===== config.mk =====
export PLATFORM = sky130hd
export DESIGN_NAME = verinject_mem_seu_tracker
export DESIGN_NICKNAME = d
export VERILOG_FILES = /design/src/rtl/verinject_mem_seu_tracker_pkg.sv /design/src/rtl/verinject_mem_seu_slot.sv /design/src/rtl/verinject_mem_seu_tracker.sv
export SDC_FILE = /design/constraint.sdc
export NUM_CORES = 1
export LEC_CHECK = 0
export CAP_MARGIN = 20
export CORE_ASPECT_RATIO = 1.2
export CORE_MARGIN = 2
export CORE_UTILIZATION = 52
export CTS_CLUSTER_DIAMETER = 100
export CTS_CLUSTER_SIZE = 14
export DETAILED_ROUTE_END_ITERATION = 10
export PLACE_DENSITY_LB_ADDON = 0.25
export SETUP_SLACK_MARGIN = 0.05
export SLEW_MARGIN = 25
export SYNTH_ARGS = -nofsm -noshare
export SYNTH_HDL_FRONTEND = slang
export SYNTH_SLANG_ARGS = --single-unit
export TNS_END_PERCENT = 20

===== constraint.sdc =====
create_clock -name clock -period 3.1 [get_ports clock]
set_input_delay 0.62 -clock clock [delete_from_list [all_inputs] [get_ports clock]]
set_output_delay 0.62 -clock clock [all_outputs]
set_load 0.01 [all_outputs]

===== src/rtl/verinject_mem_seu_tracker_pkg.sv =====
// Shared constants, slot state type and range helpers for the persistent SEU tracker.
package verinject_pkg;

  localparam logic [31:0] VERINJECT_NO_INJECTION = 32'hFFFF_FFFF;

  typedef enum logic {
    SLOT_FREE = 1'b0,
    SLOT_HELD = 1'b1
  } slot_state_t;

  function automatic int unsigned word_len(input int l, input int r);
    return (l > r) ? unsigned'(l - r + 1) : unsigned'(r - l + 1);
  endfunction

  function automatic int unsigned bits_start(input int l, input int r);
    return (l < r) ? unsigned'(l) : unsigned'(r);
  endfunction

  function automatic int unsigned span(input int unsigned words, input int unsigned wl);
    return words * wl;
  endfunction

endpackage


===== src/rtl/verinject_mem_seu_slot.sv =====
// One tracked upset: FREE/HELD state plus the word address and flip mask it applies.
module verinject_mem_seu_slot
  import verinject_pkg::*;
#(
  parameter int unsigned AW = 4,
  parameter int unsigned WL = 8
) (
  input  logic          clock,
  input  logic          reset_n,
  input  logic          alloc,
  input  logic          toggle,
  input  logic          drop,
  input  logic [AW-1:0] fault_addr,
  input  logic [WL-1:0] fault_mask,
  input  logic [AW-1:0] write_addr,
  input  logic [AW-1:0] read_addr,
  output logic          held,
  output logic          held_next,
  output logic          capture_match,
  output logic          write_match,
  output logic          read_match,
  output logic [WL-1:0] mask
);

  slot_state_t   state, state_next;
  logic [AW-1:0] addr, addr_next;
  logic [WL-1:0] mask_next;

  always_ff @(posedge clock or negedge reset_n) begin
    if (!reset_n) begin
      state <= SLOT_FREE;
      addr  <= '0;
      mask  <= '0;
    end else begin
      state <= state_next;
      addr  <= addr_next;
      mask  <= mask_next;
    end
  end

  // alloc outranks drop so a write-cleared slot can take the fresh fault in the same cycle
  always_comb begin
    state_next = state;
    addr_next  = addr;
    mask_next  = mask;
    case (state)
      SLOT_FREE: begin
        if (alloc) begin
          state_next = SLOT_HELD;
          addr_next  = fault_addr;
          mask_next  = fault_mask;
        end
      end
      SLOT_HELD: begin
        if (alloc) begin
          addr_next = fault_addr;
          mask_next = fault_mask;
        end else if (toggle) begin
          mask_next = mask ^ fault_mask;
          if (mask_next == '0) state_next = SLOT_FREE;
        end else if (drop) begin
          state_next = SLOT_FREE;
        end
      end
      default: state_next = SLOT_FREE;
    endcase
  end

  always_comb begin
    held          = (state == SLOT_HELD);
    held_next     = (state_next == SLOT_HELD);
    capture_match = held && (addr == fault_addr);
    write_match   = held && (addr == write_addr);
    read_match    = held && (addr == read_addr);
  end

endmodule


===== src/rtl/verinject_mem_seu_tracker.sv =====
// Persistent SEU model: latches injected faults into slots and applies them to every
// read of the word until that word is rewritten or the tracker is scrubbed.
module verinject_mem_seu_tracker
  import verinject_pkg::*;
#(
  parameter int          LEFT       = 0,
  parameter int          RIGHT      = 0,
  parameter int          ADDR_LEFT  = 0,
  parameter int          ADDR_RIGHT = 0,
  parameter int          MEM_LEFT   = 0,
  parameter int          MEM_RIGHT  = 0,
  parameter int unsigned P_START    = 0,
  parameter int unsigned SLOTS      = 4,
  parameter int unsigned MBU_WIDTH  = 1
) (
  input  logic                         clock,
  input  logic                         reset_n,
  input  logic [31:0]                  verinject__injector_state,
  input  logic [LEFT:RIGHT]            unmodified,
  input  logic [ADDR_LEFT:ADDR_RIGHT]  read_address,
  output logic [LEFT:RIGHT]            modified,
  input  logic                         do_write,
  input  logic [ADDR_LEFT:ADDR_RIGHT]  write_address,
  input  logic                         scrub,
  output logic [4:0]                   active_count,
  output logic                         overflow
);

  localparam int unsigned WL        = word_len(LEFT, RIGHT);
  localparam int unsigned BS        = bits_start(LEFT, RIGHT);
  localparam int unsigned AW        = word_len(ADDR_LEFT, ADDR_RIGHT);
  localparam int unsigned MEM_START = bits_start(MEM_LEFT, MEM_RIGHT);
  localparam int unsigned MEM_LEN   = word_len(MEM_LEFT, MEM_RIGHT);
  localparam int unsigned SPAN      = span(MEM_LEN, WL);

  logic [31:0]      prev_state, offset, fault_bit;
  logic             capture, any_hit, found, overflow_set;
  logic [AW-1:0]    cap_addr;
  logic [WL-1:0]    cap_mask, read_mask;
  logic [SLOTS-1:0] held, held_next, cap_hit, wr_hit, rd_hit, alloc, toggle, drop;
  logic [WL-1:0]    slot_mask [SLOTS];
  logic [4:0]       next_count;

  always_comb begin
    offset    = verinject__injector_state - P_START;
    capture   = (verinject__injector_state >= P_START) && (offset < SPAN)
                && (verinject__injector_state != prev_state);
    cap_addr  = AW'(MEM_START + offset / WL);
    fault_bit = offset % WL;
    cap_mask  = '0;
    for (int unsigned k = 0; k < WL; k++) begin
      cap_mask[k] = (k >= fault_bit) && (k < fault_bit + MBU_WIDTH);
    end
  end

  // Write-clears are resolved before capture, so a slot being cleared counts as free.
  always_comb begin
    alloc        = '0;
    toggle       = '0;
    drop         = '0;
    any_hit      = 1'b0;
    found        = 1'b0;
    overflow_set = 1'b0;
    for (int unsigned i = 0; i < SLOTS; i++) begin
      drop[i] = scrub || (do_write && wr_hit[i]);
    end
    if (!scrub && capture) begin
      for (int unsigned i = 0; i < SLOTS; i++) begin
        if (cap_hit[i] && !drop[i]) begin
          toggle[i] = 1'b1;
          any_hit   = 1'b1;
        end
      end
      if (!any_hit) begin
        for (int unsigned i = 0; i < SLOTS; i++) begin
          if (!found && (!held[i] || drop[i])) begin
            alloc[i] = 1'b1;
            found    = 1'b1;
          end
        end
        overflow_set = !found;
      end
    end
  end

  for (genvar g = 0; g < SLOTS; g++) begin : g_slot
    verinject_mem_seu_slot #(
      .AW (AW),
      .WL (WL)
    ) u_slot (
      .clock         (clock),
      .reset_n       (reset_n),
      .alloc         (alloc[g]),
      .toggle        (toggle[g]),
      .drop          (drop[g]),
      .fault_addr    (cap_addr),
      .fault_mask    (cap_mask),
      .write_addr    (write_address),
      .read_addr     (read_address),
      .held          (held[g]),
      .held_next     (held_next[g]),
      .capture_match (cap_hit[g]),
      .write_match   (wr_hit[g]),
      .read_match    (rd_hit[g]),
      .mask          (slot_mask[g])
    );
  end

  always_comb begin
    next_count = '0;
    for (int unsigned i = 0; i < SLOTS; i++) begin
      next_count = next_count + {4'b0, held_next[i]};
    end
  end

  always_ff @(posedge clock or negedge reset_n) begin
    if (!reset_n) begin
      prev_state   <= VERINJECT_NO_INJECTION;
      active_count <= '0;
      overflow     <= 1'b0;
    end else begin
      prev_state   <= verinject__injector_state;
      active_count <= next_count;
      overflow     <= scrub ? 1'b0 : (overflow | overflow_set);
    end
  end

  always_comb begin
    read_mask = '0;
    for (int unsigned i = 0; i < SLOTS; i++) begin
      if (rd_hit[i]) read_mask = read_mask | slot_mask[i];
    end
    modified = unmodified;
    for (int unsigned k = 0; k < WL; k++) begin
      modified[BS + k] = unmodified[BS + k] ^ read_mask[k];
    end
  end

endmodule


==> flow_summary_export.csv, run 1 <==
group,metric,value,unit
outcome,status,"finished, final reports clean",
synthesis,async_flop_share,100,%
drt,drc_errors,0,
drt,ant_nets,0,
floorplanning,fp.dieH,78.8,µm
synthesis,synth_area,0.00242,mm²
layout,design_area,0.00340,mm²
placed_design,postPlaceCellArea,0.00317,mm²
timing,finalCritPeriodShare,95.6,%
timing,fmax,0.337,GHz
worst_setup_path,cp-start-kind,"input port",
placed_design,place.port_buffers,43,
run,cap_viol_max_count,0,
synthesis,synth_edf_count,0,
global_route,grt_pass1_vias,1843,
layout,nFillCells,319,
timing,finalSetupViolCount,0,
floorplanning,initial_core_util,53.6,%
pwr,leakagePower,0.00146,µW
drt,finalWirelength,5230,µm
clock_tree,h-tree-depth,2,
floorplanning,rows,27,
synthesis,syn_inst,200,
synthesis,synth_flop_cell,"dfstp_2",
clock_tree,clk_latency,0.29,ns
timing,tightest_slew,0.568,ns
synthesis,ys_seq_elements,48,
floorplanning,die-area,0.00523,mm²
worst_hold_path,hold_path_class,"input port to async pin",
layout,finalNonFillerCells,346,
clock_tree,cts_made_buffers,5,
pwr,cellPowerDensity,356,mW/mm²
drt,drt-initial-drc-count,125,
timing,slew_violations,0,
placed_design,place_hpwl,3830,µm
layout,fin_util,75.1,%
layout,fin_nets,329,
drt,vias,1776,
timing,skew,0.00924,ns
layout,layout_common_cells,"44 x buf_4, 34 x xnor2_1, 32 x dfstp_2, 21 x dlygate4sd2_1, 16 x dfrtp_1",
pwr,peakVddDrop,0.264,mV
timing,fin_crit,2.96,ns
floorplanning,coreArea,0.00453,mm²
synthesis,avgSynthCellArea,12.1,µm²
timing,rsz0062_at_grt,"false",
global_route,grt_remaining_overflow,0,
clock_tree,clockBufferDepth,2,
clock_tree,tritoncts,"yes",
floorplanning,die-width,66.3,µm
drt,avgRoutedWirePerCell,15.1,µm
global_route,grt_pass1_wl,8710,µm
synthesis,synth_cell_type_count,43,
synthesis,ys_warn_count,0,
drt,firstDrtPassIters,4,
timing,hold_slack,0.308,ns
global_route,grt_max_degree,49,
clock_tree,clock_sink_count,48,
global_route,antenna_found_initial,0,
clock_tree,path_clk_slew,0.09,ns
global_route,grt_use_total,22.1,%
worst_setup_path,critPathCaptureType,"register",
worst_setup_path,worstPathArrival,3.16,ns
synthesis,seq_area_frac_synth,51.2,%
worst_setup_path,cp_max_fo,6,
layout,antenna_cells,0,
clock_tree,clockRootBuffer,"clkbuf_8",
timing,slew_headroom,62.1,%
layout,drive_gt1_share,44.8,%
layout,area_growth,40.1,%
clock_tree,cts_hold_buf,0,
timing,hold_violations,0,
worst_setup_path,worst-setup-path-type,"input port to register",
placed_design,routabilityCongestion,0.781,
drt,vias_per_cell,5.13,
worst_setup_path,worst-endpoint-required,3.29,ns
floorplanning,io-pin-count,46,
placed_design,dp.cells,334,
timing,tns,0,ns
layout,layout_commonest_cell,"buf_4",
cells in the mapped netlist, types with 3 or more instances:
library cell,number,area share [%]
buf_2,3,0.62
nand2_1,4,0.62
dfrtp_1,16,17
nor2b_1,6,1.5
nor3_1,3,0.62
xor2_1,3,1.1
o21ai_0,5,1.0
nor4_1,3,0.77
nand3_1,8,1.7
nor4_2,6,3.1
dfstp_2,32,35
inv_1,3,0.46
a21oi_1,3,0.62
buf_4,4,1.2
nand2b_1,4,1.0
nand4_1,11,2.8
xnor2_1,42,15
nor2_1,8,1.2
layer usage:
metal	global-route usage [%]	wire, µm
met1	26.7	2070
met2	39.3	2870
met3	4.11	179
met4	6.73	121
met5	0	0
layout make-up:
type | count | area (µm²) | share of cell area, %
tap | 58 | 72.6 | 2.14
sequential | 48 | 1240 | 36.5
clock buffer | 7 | 76.3 | 2.25
inverter | 4 | 15.0 | 0.442
clock inverter | 1 | 8.76 | 0.258
multi-input combinational | 139 | 1250 | 36.8
timing repair buffer | 89 | 733 | 21.6
power breakdown:
part	total (µW)	leakage [µW]	switching (µW)	internal, µW
sequential	676	0.000555	11.8	664
combinational	179	0.000858	81.3	98.0
clock	355	0.0000424	193	161
total	1210	0.00146	287	923
critical path, stage by stage:
cell           delay (ns)
dlygate4sd2_1        0.26
buf_4                0.15
xnor2_1              0.17
nand4_1              0.16
nor4_2               0.26
buf_4                0.18
a21oi_4              0.07
nor3b_4              0.16
a21o_1               0.20
fa_1                 0.55
ha_2                 0.19
ha_4                 0.19
registers in the layout (all words and copies together) (netlist names):
register,count
prev_state,32
g_slot.u_slot.addr,4
g_slot.u_slot.held,4
g_slot.u_slot.mask,4
active_count,3
overflow,1
timing repair:
action	4_1_cts	5_1_grt
buffers inserted	2	2
gates resized for setup	48	28
pin swaps	20	16
hold endpoints to repair	0	0
endpoints found under the setup margin	3	3
logic make-up (layout without fill, tap and decap cells):
logic type,count (synthesis),count (layout),share of synthesized area (%)
and+or+nand+nor,63,63,17.3
DFF,48,48,51.2
xor gates and xnor gates,45,45,16.3
AOI/OAI and AO/OA,26,26,9.70
buffers and inverters,14,101,3.56
adders and majority gates,3,3,1.86
other,1,2,0.155
final timing paths:
kind / start / endpoint / slack (ns) / depth (start not counted)
max in group asynchronous: reset_n / g_slot[3].u_slot.mask / 2.39 / 1
max: verinject__injector_state[22] / active_count[1] / 0.14 / 12
max reg2reg: g_slot[3].u_slot.addr / active_count[1] / 0.28 / 9
min reg2reg: overflow / overflow / 0.52 / 2
min: reset_n / g_slot[0].u_slot.addr / 0.31 / 1
min in group clock: verinject__injector_state[30] / prev_state[30] / 0.44 / 1
stage by stage:
stage          power [µW]  setup WS, ns
6_report             1210         0.137
2_1_floorplan         744        0.0873
3_5_place_dp          860        -0.518
4_1_cts              1210        0.0519
3_3_place_gp          856        -0.456
5_1_grt              1260        0.0302
(Power assumes the default switching activity.)
==> run 2, diff against run 1 <==
--- a/config.mk
+++ b/config.mk
@@ -5,13 +5,14 @@
 export SDC_FILE = /design/constraint.sdc
 export NUM_CORES = 1
 export LEC_CHECK = 0
-export CAP_MARGIN = 20
 export CORE_ASPECT_RATIO = 1.2
 export CORE_MARGIN = 2
 export CORE_UTILIZATION = 52
 export CTS_CLUSTER_DIAMETER = 100
 export CTS_CLUSTER_SIZE = 14
 export DETAILED_ROUTE_END_ITERATION = 10
+export HOLD_SLACK_MARGIN = 0.15
+export MAX_ROUTING_LAYER = met4
 export PLACE_DENSITY_LB_ADDON = 0.25
 export SETUP_SLACK_MARGIN = 0.05
 export SLEW_MARGIN = 25
==> flow_summary_export.csv, run 2 (synthesis results as in run 1) <==
group,metric,value,unit
clock_tree,cts_made_buffers,5,
drt,firstDrtPassIters,4,
global_route,grt_busiest_layer,"met2",
layout,top_register,"prev_state",
worst_setup_path,worstPathArrival,3.17,ns
timing,rsz0062_at_grt,"false",
clock_tree,cts_hold_buf,0,
placed_design,place.port_buffers,43,
drt,ant_nets,0,
timing,fin_crit,2.98,ns
global_route,grt_remaining_overflow,0,
global_route,grt_max_degree,49,
timing,finalSetupViolCount,0,
clock_tree,clock_sink_count,48,
pwr,power_switching,288,µW
pwr,leakagePower,0.00146,µW
placed_design,routabilityCongestion,0.792,
pwr,power_frac_comb,14.8,%
floorplanning,io-pin-count,46,
timing,layout_setup_ws,0.125,ns
pwr,peakVddDrop,0.263,mV
layout,drive_gt1_share,44.8,%
layout,fin_nets,329,
worst_setup_path,critPathCaptureType,"register",
global_route,grt_pass1_wl,8700,µm
global_route,grt_use_met1,27.1,%
floorplanning,die-width,66.3,µm
pwr,clkPwrFrac,29.4,%
drt,drc_errors,0,
worst_hold_path,hold_path_class,"input port to async pin",
timing,hold_violations,0,
floorplanning,die-area,0.00523,mm²
drt,vias_per_cell,5.20,
layout,antenna_cells,0,
layout,layout_commonest_cell,"buf_4",
timing,slew_violations,0,
clock_tree,clockBufferDepth,2,
global_route,antenna_found_initial,0,
global_route,grt_use_total,22.6,%
pwr,swShare,23.8,%
outcome,status,"finished, final reports clean",
layout,layout_common_cells,"44 x buf_4, 34 x xnor2_1, 32 x dfstp_2, 21 x dlygate4sd2_1, 16 x dfrtp_1",
clock_tree,path_clk_slew,0.09,ns
drt,finalWirelength,5270,µm
layout,fin_util,75.1,%
floorplanning,rows,27,
placed_design,postPlaceCellArea,0.00317,mm²
placed_design,place_hpwl,3830,µm
pwr,intPower,923,µW
timing,skew,0.00848,ns
timing,tightest_slew,0.571,ns
timing,finalCritPeriodShare,96.0,%
layout,area_growth,40.1,%
clock_tree,clk_latency,0.30,ns
timing,slew_headroom,61.9,%
layout,design_area,0.00340,mm²
global_route,gr-usage-met2,39.1,%
global_route,grtUsageMet3,3.68,%
clock_tree,clockRootBuffer,"clkbuf_8",
timing,fmax,0.336,GHz
floorplanning,coreArea,0.00453,mm²
pwr,cellPowerDensity,356,mW/mm²
worst_setup_path,cp-start-kind,"input port",
floorplanning,fp.dieH,78.8,µm
worst_setup_path,worst-setup-path-type,"input port to register",
worst_setup_path,cp_max_fo,6,
floorplanning,initial_core_util,53.6,%
global_route,grt_pass1_vias,1852,
clock_tree,tritoncts,"yes",
worst_setup_path,worst-endpoint-required,3.30,ns
timing,hold_slack,0.309,ns
drt,vias,1799,
run,cap_viol_max_count,0,
drt,avgRoutedWirePerCell,15.2,µm
pwr,pwr-share-seq,55.8,%
drt,drt-initial-drc-count,116,
layout,largest_register_ffs,32,
placed_design,pre_cts_slack,-0.518,ns
clock_tree,h-tree-depth,2,
==> run 2: cell counts in the layout (fill, tap and decap cells not counted) <==
No cell type changed its count.
==> run 2: power groups by stage <==
stage	clock network [µW]	logic (µW)	registers, µW
after floorplan	0	61.4	683
after global placement	0	173	683
after detailed placement	0	176	684
after CTS	365	174	675
after global routing	389	196	678
final	356	179	676
==> run 2: layer usage <==
layer,vias to the layer above,wire length [µm]
met5,-,0
met4,0,136
met3,12,180
met2,49,2840
met1,874,2110
li1,864,-
==> run 2: what timing repair did <==
| item | in CTS | in global routing |
|---|---|---|
| endpoints found under the setup margin | 3 | 3 |
| gates resized for setup | 48 | 28 |
| pin swaps | 20 | 16 |
| setup buffers | 2 | 2 |
==> run 2: final timing paths <==
path	startpoint	endpoint	slack [ns]	cells past startpoint
hold / removal	reset_n	g_slot[0].u_slot.mask	0.31	1
setup reg to reg	g_slot[3].u_slot.addr	active_count[1]	0.28	9
setup / recovery	verinject__injector_state[22]	active_count[1]	0.12	12
min in group clock	verinject__injector_state[30]	prev_state[30]	0.44	1
max in group asynchronous	reset_n	g_slot[3].u_slot.mask	2.39	1
hold reg to reg	overflow	overflow	0.52	2
==> run 2: layout make-up <==
class                      instances  area (µm²)
multi-input combinational        139        1250
inverter                           4        15.0
tap                               58        72.6
sequential                        48        1240
timing repair buffer              89         733
clock buffer                       7        76.3
clock inverter                     1        8.76
fill                             319        1130
==> run 2: critical path, cell delays in order <==
cell and delay, ns:
dlygate4sd2_1 0.26, buf_4 0.15, xnor2_1 0.17, nand4_1 0.16, nor4_2 0.26, buf_4 0.18
a21oi_4 0.07, nor3b_4 0.16, a21o_1 0.20, fa_1 0.55, ha_2 0.19, ha_4 0.19
==> run 2: through the flow <==
| stage | power (µW) | setup TNS (ns) | instances |
|---|---|---|---|
| 2_1_floorplan | 744 | 0 | 201 |
| 3_3_place_gp | 856 | -1.13 | 334 |
| 3_5_place_dp | 860 | -1.27 | 334 |
| 4_1_cts | 1210 | 0 | 344 |
| 5_1_grt | 1260 | 0 | 346 |
| 6_report | 1210 | 0 | 346 |
==> run 3, diff against run 2 <==
--- a/config.mk
+++ b/config.mk
@@ -8,7 +8,7 @@
 export CORE_ASPECT_RATIO = 1.2
 export CORE_MARGIN = 2
 export CORE_UTILIZATION = 52
-export CTS_CLUSTER_DIAMETER = 100
+export CTS_CLUSTER_DIAMETER = 60
 export CTS_CLUSTER_SIZE = 14
 export DETAILED_ROUTE_END_ITERATION = 10
 export HOLD_SLACK_MARGIN = 0.15
==> results of run 3 <==
No change in the layout: final DEF, timing and power equal those of run 2.
